File: src/rtl/serial_sub_pkg.sv
// Shared types for the serial subtractor: FSM state encoding and counter sizing.
// Latency: n/a (declarations only).
// Backpressure: n/a.
package serial_sub_pkg;

  typedef enum logic [1:0] {
    IDLE = 2'd0,
    RUN  = 2'd1,
    DONE = 2'd2
  } state_t;

  // ceil(log2(n)), never less than 1 so a single-step counter still has a bit
  function automatic int clog2_min1(input int n);
    int r;
    r = 0;
    while ((1 << r) < n) r++;
    return (r < 1) ? 1 : r;
  endfunction

endpackage

File: src/rtl/serial_subtractor_sub_digit.sv
// Combinational DIGIT-bit a - b - bin as a ripple of single-bit full-subtract cells.
// Latency: 0 cycles (pure combinational).
// Backpressure: none; also exposes the borrow into the top bit for overflow detection.
module sub_digit #(
  parameter int DIGIT = 1
) (
  input  logic [DIGIT-1:0] a,
  input  logic [DIGIT-1:0] b,
  input  logic             bin,
  output logic [DIGIT-1:0] diff,
  output logic             bout,
  output logic             bmsb
);

  logic [DIGIT:0] bc;

  always_comb begin
    diff  = '0;
    bc    = '0;
    bc[0] = bin;
    for (int i = 0; i < DIGIT; i++) begin
      diff[i]  = a[i] ^ b[i] ^ bc[i];
      bc[i+1]  = (~a[i] & b[i]) | (~(a[i] ^ b[i]) & bc[i]);
    end
  end

  assign bout = bc[DIGIT];
  assign bmsb = bc[DIGIT-1];

endmodule

File: src/rtl/serial_subtractor.sv
// Digit-serial d = a - b - barrow_in, DIGIT bits per clock, LSB first; SERIAL_SUB_OVF_EN adds ovf.
// Latency: WIDTH/DIGIT cycles from the accepting edge to the done pulse.
// Backpressure: start is ignored while busy; a start during the done cycle is accepted back-to-back.
module serial_subtractor
  import serial_sub_pkg::*;
#(
  parameter int WIDTH = 8,
  parameter int DIGIT = 1
) (
  input  logic             clk,
  input  logic             rst,
  input  logic             start,
  input  logic [WIDTH-1:0] a,
  input  logic [WIDTH-1:0] b,
  input  logic             barrow_in,
  output logic             busy,
  output logic             done,
  output logic [WIDTH-1:0] d,
  output logic             barrow
`ifdef SERIAL_SUB_OVF_EN
  ,
  output logic             ovf
`endif
);

  localparam int STEPS = WIDTH / DIGIT;
  localparam int CW    = clog2_min1(STEPS);

  generate
    if (WIDTH < 2 || DIGIT < 1 || (WIDTH % DIGIT) != 0) begin : g_bad_cfg
      $error("serial_subtractor: DIGIT must divide WIDTH and WIDTH must be >= 2");
    end
  endgenerate

  state_t           state, state_nxt;
  logic [CW-1:0]    cnt;
  logic [WIDTH-1:0] a_sr, b_sr, res_sr, res_nxt;
  logic             br;
  logic             accept, last;
  logic [DIGIT-1:0] dig_diff;
  logic             dig_bout, dig_bmsb;
  logic [WIDTH+DIGIT-1:0] res_cat;

  sub_digit #(.DIGIT(DIGIT)) u_digit (
    .a    (a_sr[DIGIT-1:0]),
    .b    (b_sr[DIGIT-1:0]),
    .bin  (br),
    .diff (dig_diff),
    .bout (dig_bout),
    .bmsb (dig_bmsb)
  );

  // New digit enters at the top; after STEPS shifts the LSB digit sits at bit 0
  assign res_cat = {dig_diff, res_sr};
  assign res_nxt = res_cat[WIDTH+DIGIT-1:DIGIT];

  always_comb begin
    state_nxt = state;
    accept    = 1'b0;
    last      = 1'b0;
    case (state)
      IDLE: if (start) accept = 1'b1;
      RUN: begin
        if (cnt == CW'(STEPS - 1)) begin
          last      = 1'b1;
          state_nxt = DONE;
        end
      end
      DONE: begin
        if (start) accept = 1'b1;
        else       state_nxt = IDLE;
      end
      default: state_nxt = IDLE;
    endcase
    if (accept) state_nxt = RUN;
  end

  assign busy = (state == RUN);
  assign done = (state == DONE);

  always_ff @(posedge clk or posedge rst) begin
    if (rst) begin
      state  <= IDLE;
      cnt    <= '0;
      a_sr   <= '0;
      b_sr   <= '0;
      res_sr <= '0;
      br     <= 1'b0;
      d      <= '0;
      barrow <= 1'b0;
    end else begin
      state <= state_nxt;
      if (accept) begin
        a_sr <= a;
        b_sr <= b;
        br   <= barrow_in;
        cnt  <= '0;
      end else if (state == RUN) begin
        a_sr   <= a_sr >> DIGIT;
        b_sr   <= b_sr >> DIGIT;
        res_sr <= res_nxt;
        br     <= dig_bout;
        cnt    <= last ? '0 : cnt + 1'b1;
        if (last) begin
          d      <= res_nxt;
          barrow <= dig_bout;
        end
      end
    end
  end

`ifdef SERIAL_SUB_OVF_EN
  // Signed overflow: borrow into the MSB disagrees with the borrow out of it
  always_ff @(posedge clk or posedge rst) begin
    if (rst)       ovf <= 1'b0;
    else if (last) ovf <= dig_bmsb ^ dig_bout;
  end
`else
  logic unused_bmsb;
  assign unused_bmsb = dig_bmsb;
`endif

endmodule
File: config.mk
export PLATFORM = sky130hd
export DESIGN_NAME = serial_subtractor
export DESIGN_NICKNAME = d
export VERILOG_FILES = /design/src/rtl/serial_sub_pkg.sv /design/src/rtl/serial_subtractor_sub_digit.sv /design/src/rtl/serial_subtractor.sv
export SDC_FILE = /design/constraint.sdc
export NUM_CORES = 1
export LEC_CHECK = 0
export CAP_MARGIN = 25
export CELL_PAD_IN_SITES_DETAIL_PLACEMENT = 1
export CELL_PAD_IN_SITES_GLOBAL_PLACEMENT = 1
export CORE_UTILIZATION = 40
export DETAILED_ROUTE_END_ITERATION = 6
export GPL_TIMING_DRIVEN = 0
export PLACE_DENSITY_LB_ADDON = 0.1
export SYNTH_ARGS = -nofsm -noshare
export SYNTH_HDL_FRONTEND = slang
export SYNTH_SLANG_ARGS = --single-unit
File: constraint.sdc
create_clock -name clk -period 3.9 [get_ports clk]
set_input_delay 0.39 -clock clk [delete_from_list [all_inputs] [get_ports clk]]
set_output_delay 0.39 -clock clk [all_outputs]
set_load 0.005 [all_outputs]
==> run_results.csv, run 1 <==
group,metric,value,unit
run_status,outcome,"finished, final reports clean",
cts,cts_setup_buffers,0,
synth,ys_seq_area_share,54.8,%
routing,ant_nets,0,
min_path,holdPathStages,2,
floorplanning,start_util,42.5,%
worst_setup_path,regToRegSetupSlack,2.29,ns
job,maxCapViolations,0,
power,power_density,803,nW/µm²
placement,gp_congestion,0.718,
min_path,hold_start,"res_sr[1]",
final_layout,drive_above_1_share,20.9,%
worst_setup_path,critPathLaunchType,"register",
synth,synth_area_per_cell,11.6,µm²
worst_setup_path,arrival,1.81,ns
placement,io_buffers,29,
sta,hold_ws,0.491,ns
synth,netlist_area,1740,µm²
sta,slew_headroom,46.9,%
floorplanning,ios,31,
cts,cts.repair.resized,0,
sta,rsz0062_at_grt,"no",
sta,min_period,2.20,ns
cts,ctsRootBufferMaster,"clkbuf_8",
floorplanning,dieArea,4610,µm²
synth,synth_nets,173,
worst_setup_path,worstPathRequired,3.51,ns
cts,cts.sinks,38,
floorplanning,row_count,23,
worst_setup_path,timing.rr.end,"d[0]",
synth,ys_types,34,
synth,yosys_register_bits,38,
power,ir_drop,0.298,mV
global_routing,grt_first_pass_wirelength,6400,µm
final_layout,final_nets,209,
sta,fmax,0.456,GHz
cts,cts_buffer_depth,2,
cts,clock_latency,0.29,ns
routing,wl_per_cell,15.9,µm
routing,first_pass_iters,4,
final_layout,diodes,0,
synth,yosysWarnings,0,
synth,syn_inst,150,
cts,htreeDepth,2,
worst_setup_path,r2r_start,"cnt[0]",
floorplanning,dieWidth,67.9,µm
sta,setup_ws,1.70,ns
final_layout,syn_to_final_growth,25.6,%
placement,dp_hpwl,2670,µm
sta,hold_viol,0,
global_routing,groute.usage.overall,19.9,%
global_routing,grt-ovfl-total,0,
min_path,whs_endpoint,"res_sr[1]",
power,p_total,1.75,mW
final_layout,nFillCells,441,
min_path,hp-class,"register to register",
floorplanning,chipHeight,67.9,µm
worst_setup_path,r2r_cells,5,
worst_setup_path,path_class,"register to output pin",
routing,drt_wl_total,3780,µm
worst_setup_path,cp-end-kind,"output pin",
sta,finalSetupTns,0,ns
cts,cts_hold_buf,0,
sta,setup_viol,0,
routing,via_per_inst,5.26,
cts,clk_pin_slew,0.07,ns
routing,dr.first_iter.drc_count,77,
cts,cts_made_buffers,5,
worst_setup_path,crit_fanout,10,
sta,worst_pin_slew,0.795,ns
power,power.leakage,1.00,nW
routing,drc_errors,0,
global_routing,grt_antenna_before_repair,0,
placement,dp_slack,2.04,ns
sta,maxSlewViolCount,0,
sta,fin_crit_sh,56.3,%
floorplanning,coreArea,4090,µm²
cts,cts_tree,"yes",
sta,skew,0.00528,ns
global_routing,grt_max_degree,39,
global_routing,grt_pass1_vias,1310,
routing,vias,1247,
routing by layer:
metal	global-route usage [%]	part of all wire (%)
met4	7.81	1.7
met5	0	0
met1	24.4	43
met2	32.2	51
met3	6.50	4.1
sequential cells by signal (all words and copies together), names as in the netlist:
signal and flops:
a_sr 8, b_sr 8, barrow 1, br 1, cnt 3, d 8, res_sr 7, state 2
synthesized netlist by cell type:
cell type / n / area share (%)
dfrtp_1: 38 / 55
nand2_1: 24 / 5.2
nor2_1: 12 / 2.6
nor3_2: 11 / 6.3
o22ai_1: 11 / 4.0
mux2_4: 7 / 6.1
buf_6: 4 / 2.6
inv_1: 4 / 0.86
buf_4: 3 / 1.3
mux2i_1: 3 / 1.7
nand3_1: 3 / 0.86
a221o_1: 2 / 1.2
buf_2: 2 / 0.58
ha_1: 2 / 1.4
nand3b_1: 2 / 0.86
nor2b_1: 2 / 0.72
o21ai_0: 2 / 0.58
o21ai_1: 2 / 0.58
a211oi_1: 1 / 0.43
a21o_1: 1 / 0.43
a21oi_1: 1 / 0.29
a22o_1: 1 / 0.50
a22oi_1: 1 / 0.43
a31oi_1: 1 / 0.36
and2b_4: 1 / 0.58
and3b_1: 1 / 0.50
fa_1: 1 / 1.2
inv_2: 1 / 0.22
mux2_1: 1 / 0.65
nand2b_1: 1 / 0.36
nand2b_4: 1 / 0.79
nor2_2: 1 / 0.36
nor3_1: 1 / 0.29
nor3b_1: 1 / 0.43
layout by cell type, fill, tap and decap left out, types with 2 or more instances in the layout:
| cell type | netlist | routed |
|---|---|---|
| nand3_1 | 3 | 3 |
| ha_1 | 2 | 2 |
| a221o_1 | 2 | 2 |
| buf_4 | 3 | 3 |
| buf_2 | 2 | 2 |
| nor2b_1 | 2 | 2 |
| dfrtp_1 | 38 | 38 |
| nor3_2 | 11 | 11 |
| clkbuf_8 | 0 | 6 |
| nand3b_1 | 2 | 2 |
| nor2_1 | 12 | 12 |
| o21ai_0 | 2 | 2 |
| inv_1 | 4 | 3 |
| clkdlybuf4s50_1 | 0 | 29 |
| buf_6 | 4 | 4 |
| o22ai_1 | 11 | 11 |
| o21ai_1 | 2 | 2 |
| inv_2 | 1 | 2 |
| nand2_1 | 24 | 24 |
| mux2_4 | 7 | 7 |
| mux2i_1 | 3 | 3 |
where the power goes:
group | switching, mW | internal, mW | total, mW
Clock | 0.139 | 0.143 | 0.281
Sequential | 0.129 | 0.582 | 0.711
Combinational | 0.352 | 0.404 | 0.757
worst max-delay path, cell delays in order (launching register included):
cell,delay [ns]
dfrtp_1,0.49
nand2b_4,0.21
inv_2,0.14
buf_6,0.17
clkdlybuf4s50_1,0.50
cells by family (layout without fill, tap and decap cells):
family,Yosys count,count (layout),share of synthesized area [%]
buffers and inverters,14,51,5.55
AOI/OAI and AO/OA,23,23,8.72
adders and majority gates,3,3,2.60
DFF,38,38,54.8
and+or+nand+nor,61,61,19.9
muxes,11,11,8.44
stage by stage:
stage          util [%]  area, µm²  std cells
2_1_floorplan         -       1740        150
3_5_place_dp       51.1       2090        229
4_1_cts            53.3       2180        237
6_report           53.3       2180        237
3_3_place_gp       51.1       2090        229
5_1_grt            53.3       2180        237
how the worst max path moves through the flow:
stage          startpoint      end  slack (ns)  depth (start not counted)
6_report         state[1]     busy        1.70                          4
3_3_place_gp          rst  a_sr[7]        1.82                          2
4_1_cts          state[1]     busy        1.69                          4
3_5_place_dp     state[1]     busy        2.04                          4
2_1_floorplan      cnt[0]     d[0]        2.43                          5
5_1_grt          state[1]     busy        1.61                          4
final cells by class:
| type | count | area [µm²] | share of cell area, % |
|---|---|---|---|
| clock inverters | 1 | 5.00 | 0.230 |
| flip-flops and latches | 38 | 951 | 43.6 |
| inverters | 5 | 18.8 | 0.861 |
| well taps | 50 | 62.6 | 2.87 |
| plain buffers | 9 | 77.6 | 3.56 |
| repair buffers | 29 | 290 | 13.3 |
| clock buffers | 7 | 86.3 | 3.96 |
| multi-input cells | 98 | 688 | 31.6 |
No activity file was read; power rests on OpenSTA's default activity.
==> run 2: changes to the inputs <==
- clock period: 3.9 -> 2.2 ns (I/O delays scaled with it)
==> results of run 2 <==
Same layout as run 1 (identical final DEF). Status: finished, final reports clean.
Main changes from that run: setup slack after placement 2.04 ns -> 0.507 ns; setup slack after layout 1.70 ns -> 0.175 ns; hold slack 0.491 ns -> 0.362 ns; register-to-register setup slack 2.29 ns -> 0.59 ns; end point of the worst hold path res_sr[1] -> b_sr[0]; total power 1.75 mW -> 3.10 mW; worst IR drop on VDD 0.298 mV -> 0.528 mV
==> run 3: changes to the inputs <==
- GPL_ROUTABILITY_DRIVEN: unset -> 0
==> results of run 3 <==
Same layout as run 1 (identical final DEF). Status: finished, final reports clean.
Main changes from that run: setup slack after placement 2.04 ns -> 0.507 ns; setup slack after layout 1.70 ns -> 0.175 ns; hold slack 0.491 ns -> 0.362 ns; register-to-register setup slack 2.29 ns -> 0.59 ns; end point of the worst hold path res_sr[1] -> b_sr[0]; total power 1.75 mW -> 3.10 mW; worst IR drop on VDD 0.298 mV -> 0.528 mV
==> edit 1, RTL diff (settings of run 2) <==
`WIDTH`: 8 -> 6.
--- a/src/rtl/serial_subtractor.sv
+++ b/src/rtl/serial_subtractor.sv
@@ -5,5 +5,5 @@
   import serial_sub_pkg::*;
 #(
-  parameter int WIDTH = 8,
+  parameter int WIDTH = 6,
   parameter int DIGIT = 1
 ) (
Ports: changed (resized a, b and d); port bits go from 31 to 25. No check against the original RTL was run, so the function may have changed too.
==> edit 1 against run 2 <==
Synthesized area is 25% lower. Global-route usage shrank 1.1 points. Wire length down 30%. Largest cell class unchanged. Final area decreased by 22%. Setup slack worse by 110 ps. Highest routed layer unchanged. Clock skew up 8.3 ps. Sequential cell count shrank 8. Non-clock buffer count shrank 7. Maximum frequency decreased by 5.1%. Total power down 24%. Die area is 24% lower. Combinational power decreased by 27%.
==> edit 1: results (changes against run 2) <==
----------------------------------------------------
[Routing]
  Met1 Wirelength ... 1190 µm (-27%)
  Wire length per cell after detailed routing ... 13.6 µm (-15%)
  Iteration-0 DRC count of the detailed router ... 14 (-82%)
  Vias per inst ... 4.97 (-5.6%)
  Wire length on met2 ... 1280 µm (-34%)
  Count of vias placed by the detailed router ... 964 (-23%)

[Final layout]
  Fraction of layout cells with a size suffix above 1 ... 15.3% (-5.5 points)
  Largest registers ... a_sr (6), b_sr (6), d (6)

[Placed design]
  Gpl congestion ... 0.660 (-8.1%)
  Final HPWL from detailed placement ... 1930 µm (-28%)
  Number of port buffers ... 24 (-17%)

[Setup path]
  Worst Path Arrival ... 1910 ps (+100 ps)
  FF-to-FF setup slack ... 750 ps (+160 ps)
  Cells on worst reg2reg path ... 4 (-1)

[CTS]
  Worst-Skew Late Latency ... 330 ps (+40 ps)
  Clk slew on worst S/H paths ... 100 ps (+30 ps)

[Power and ir drop]
  Leakage power ... 0.814 nW (-19%)
  Net switching power ... 0.000815 W (-26%)

[STA]
  Setup Skew ... 13.6 ps (+8.30 ps)
  Headroom to the max-slew limit ... 69.3% (+22 points)

[Outcome]
  Outcome ... completed

[Global route]
  Total GRT Usage ... 18.8% (-1.1 points)
  Pin count of the biggest net entering global routing ... 25 (-36%)
  First-pass GRT wire length ... 4700 µm (-27%)

[Logic synthesis]
  Distinct cell type count after synthesis ... 24 (-29%)
  Synth cell count leaders ... sky130_fd_sc_hd__dfrtp_1, sky130_fd_sc_hd__nand2_1, sky130_fd_sc_hd__nand3_1

[Worst hold path]
  Worst hold-check path type ... in2async

----------------------------------------------------
## edit 1: power groups by stage
| stage | logic (W) | clock network (W) | registers, W |
|---|---|---|---|
| 3_5_place_dp | 0.000994 | 0 | 0.000978 |
| 2_1_floorplan | 0.000645 | 0 | 0.000945 |
| 5_1_grt | 0.00111 | 0.000459 | 0.000995 |
| 4_1_cts | 0.00100 | 0.000437 | 0.000966 |
| 3_3_place_gp | 0.000950 | 0 | 0.000958 |
| 6_report | 0.000978 | 0.000424 | 0.000964 |
## edit 1: cells by family (layout without fill, tap and decap cells)
group | after synthesis | count (layout) | synth area share [%]
simple gates | 48 | 48 | 16.6
mux | 6 | 6 | 5.17
flops | 30 | 30 | 57.4
fa+ha+maj | 3 | 3 | 3.44
compound gates | 18 | 18 | 12.0
buf+inv | 12 | 45 | 5.45
## edit 1: final cells by class
type / instances / area [µm²]
Inverter: 6 / 25.0
Fill cell: 354 / 1370
Clock buffer: 7 / 45.0
Clock inverter: 1 / 30.0
Multi-Input combinational cell: 75 / 485
Tap cell: 44 / 55.1
Buffer: 6 / 46.3
Timing Repair Buffer: 25 / 268
Sequential cell: 30 / 751
## edit 1: routing by layer
layer	up-vias	global-route usage (%)
li1	464	-
met1	469	23.6
met2	25	30.2
met3	6	5.90
met4	0	7.14
met5	-	0
## edit 1: stage by stage
step	cell area (µm²)	power [W]	hold slack (ps)	worst slack (ps)
after CTS	1710	0.00240	166	53.6
after global placement	1600	0.00191	458	465
after floorplan	1310	0.00159	311	931
after detailed placement	1630	0.00197	475	438
final	1710	0.00237	167	65.6
after global routing	1710	0.00256	174	2.15
==> edit 2, RTL diff (settings of run 2) <==
Made on the original files. The 3 states of `state_t` get a one-hot encoding in 3 bits.
--- a/src/rtl/serial_sub_pkg.sv
+++ b/src/rtl/serial_sub_pkg.sv
@@ -4,8 +4,8 @@
 package serial_sub_pkg;
 
-  typedef enum logic [1:0] {
-    IDLE = 2'd0,
-    RUN  = 2'd1,
-    DONE = 2'd2
+  typedef enum logic [2:0] {
+    IDLE = 3'b001,
+    RUN  = 3'b010,
+    DONE = 3'b100
   } state_t;
 
Function: same outputs for any inputs over 10 cycles, from zero or initial values and one cycle with rst high; not proved beyond that.
==> edit 2 against run 2 <==
Wire length decreased by 7.0%. Cell count decreased by 6.3%. Total power fell by 26%. Clock skew grew 1.8 ps. Synthesized area shrank 3.3%. Setup slack worse by 63 ps. Worst hold slack improved by 42 ps. First-iteration DRC count shrank 30%. Critical path depth is the same. Final area is 3.0% lower. Die area is 3.2% lower. Utilization decreased by 0.51 points. Sequential cell count up 1. Largest cell class unchanged. Largest power group is now sequential cells. Highest routed layer unchanged.
==> edit 2: results (changes against run 2) <==
----------------------------------------------------
[Setup path]
  Crit-path max cell delay ... 510 ps
  Cells on worst reg2reg path ... 5 (unchanged)
  Worst Path Arrival ... 1870 ps (+60 ps)
  Maximum fanout along the worst path ... 24 (+14)
  Worst R2R Start ... cnt[0]
  FF-to-FF setup slack ... 220 ps (-370 ps)

[Global route]
  Pin count of the biggest net entering global routing ... 40 (+2.6%)
  First-pass GRT wire length ... 5980 µm (-6.6%)
  Total GRT Usage ... 18.5% (-1.4 points)
  Number of antenna violations at the first check in global routing ... 0 (unchanged)
  Vias in the first global route ... 1249 (-4.7%)

[Final layout]
  Fraction of layout cells with a size suffix above 1 ... 15.7% (-5.2 points)
  Final Net Count ... 194 (-7.2%)
  Diode count ... 0 (unchanged)
  Largest registers ... a_sr (8), b_sr (8), d (8)
  Final std cells w/o fill ... 222 (-6.3%)

[Logic synthesis]
  Mean instance size in the synthesized netlist ... 12.3 µm² (+6.6%)
  Mux contribution to synthesized area ... 9.84% (+1.4 points)
  Share of the synthesized netlist area taken by xor and xnor gates ... 0.522% (+0.52 points)
  Synth cell count leaders ... sky130_fd_sc_hd__dfrtp_1, sky130_fd_sc_hd__nand2_1, sky130_fd_sc_hd__and2_1, sky130_fd_sc_hd__mux2_2, sky130_fd_sc_hd__a221o_1
  Number of enable-type register cells in the synthesized netlist ... 0 (unchanged)
  Compound-cell area share of the yosys netlist ... 10.7% (+2.0 points)
  Distinct cell type count after synthesis ... 29 (-15%)
  Post-Synthesis Net Count ... 159 (-8.1%)
  Share of synthesized area occupied by flip-flops and latches ... 58.2% (+3.4 points)
  Largest cells by area after synthesis ... sky130_fd_sc_hd__dfrtp_1, sky130_fd_sc_hd__mux2_2, sky130_fd_sc_hd__a221o_1, sky130_fd_sc_hd__nand2_1, sky130_fd_sc_hd__and2_1
  Synth Area in Adders ... 2.68% (+0.089 points)
  Async set or reset register ratio after synthesis ... 100% (unchanged)

[Outcome]
  Outcome ... completed

[Power and ir drop]
  Largest voltage drop on the vdd net ... 0.454 mV (-14%)
  Leakage power ... 0.995 nW (-0.56%)

[CTS]
  Root Driver ... sky130_fd_sc_hd__clkbuf_8
  TritonCTS buffer count ... 5 (unchanged)
  # Post-CTS Setup Buffers ... 0 (unchanged)
  Clock Tree Buf Depth ... 2 (unchanged)
  Worst-Skew Late Latency ... 280 ps
  Clk slew on worst S/H paths ... 70 ps (about the same)

[Placed design]
  Number of port buffers ... 30 (+3.4%)
  Setup WS pre-CTS ... 94.9 ps (-412 ps)
  Final HPWL from detailed placement ... 2510 µm (-6.1%)
  Standard cell area after detailed placement ... 0.00204 mm² (-2.3%)
  Gpl congestion ... 0.724 (+0.89%)

[Routing]
  Iteration-0 DRC count of the detailed router ... 54 (-30%)
  Wire length per cell after detailed routing ... 15.8 µm (-0.73%)
  Vias per inst ... 5.22 (-0.86%)

[STA]
  Headroom to the max-slew limit ... 46.6% (-0.36 points)
  Worst Hold Margin ... 404 ps (+42.4 ps)
  Setup Skew ... 7.10 ps (+1.82 ps)

[Worst hold path]
  Worst hold-check path type ... in2async

----------------------------------------------------
==> edit 2: changes by cell type in the layout (fill, tap and decap cells not counted), moves of 4 or more <==
cell / delta
sky130_fd_sc_hd__o22ai_1: -11
sky130_fd_sc_hd__and2_1: +12
sky130_fd_sc_hd__nor2_1: -12
sky130_fd_sc_hd__o21ai_0: +4
sky130_fd_sc_hd__mux2_4: -5
sky130_fd_sc_hd__clkbuf_1: +4
sky130_fd_sc_hd__mux2_2: +12
sky130_fd_sc_hd__nor3_2: -11
sky130_fd_sc_hd__a221o_1: +9
==> edit 2: worst max-delay path by stage <==
stage,startpoint,to,slack (ps),cells after the start
finish,state[2],busy,110,4
global route,state[2],busy,20,4
CTS,state[2],busy,20,4
detailed placement,state[2],busy,90,6
global placement,state[2],busy,130,6
floorplan,cnt[0],d[0],510,5
==> edit 2: routing by layer <==
metal / global-route usage [%] / part of all wire [%] / up-vias
met2: 29.7 / 51 / 22
li1: - / - / 540
met4: 6.38 / 1.1 / 0
met1: 24.1 / 44 / 591
met3: 4.62 / 3.4 / 5
met5: 0 / 0 / -
==> edit 2: area by class of cell <==
type | count | area (µm²)
Timing Repair Buffer | 30 | 300
Sequential cell | 39 | 977
Multi-Input combinational cell | 85 | 626
Tap cell | 50 | 62.6
Clock buffer | 8 | 80.1
Buffer | 6 | 40.0
Inverter | 4 | 27.5
Fill cell | 424 | 1890
==> edit 2: cell families (layout without fill, tap and decap cells) <==
logic type | after synthesis | count (layout)
simple gates | 45 | 45
flops | 39 | 39
compound gates | 22 | 22
mux | 14 | 14
buf+inv | 12 | 48
fa+ha+maj | 3 | 3
xor+xnor | 1 | 1
==> edit 2: power breakdown <==
part,switching [W],leakage [nW],internal (W)
clock network,0.000234,0.0395,0.000225
logic,0.000346,0.450,0.000374
registers,0.000146,0.505,0.000961
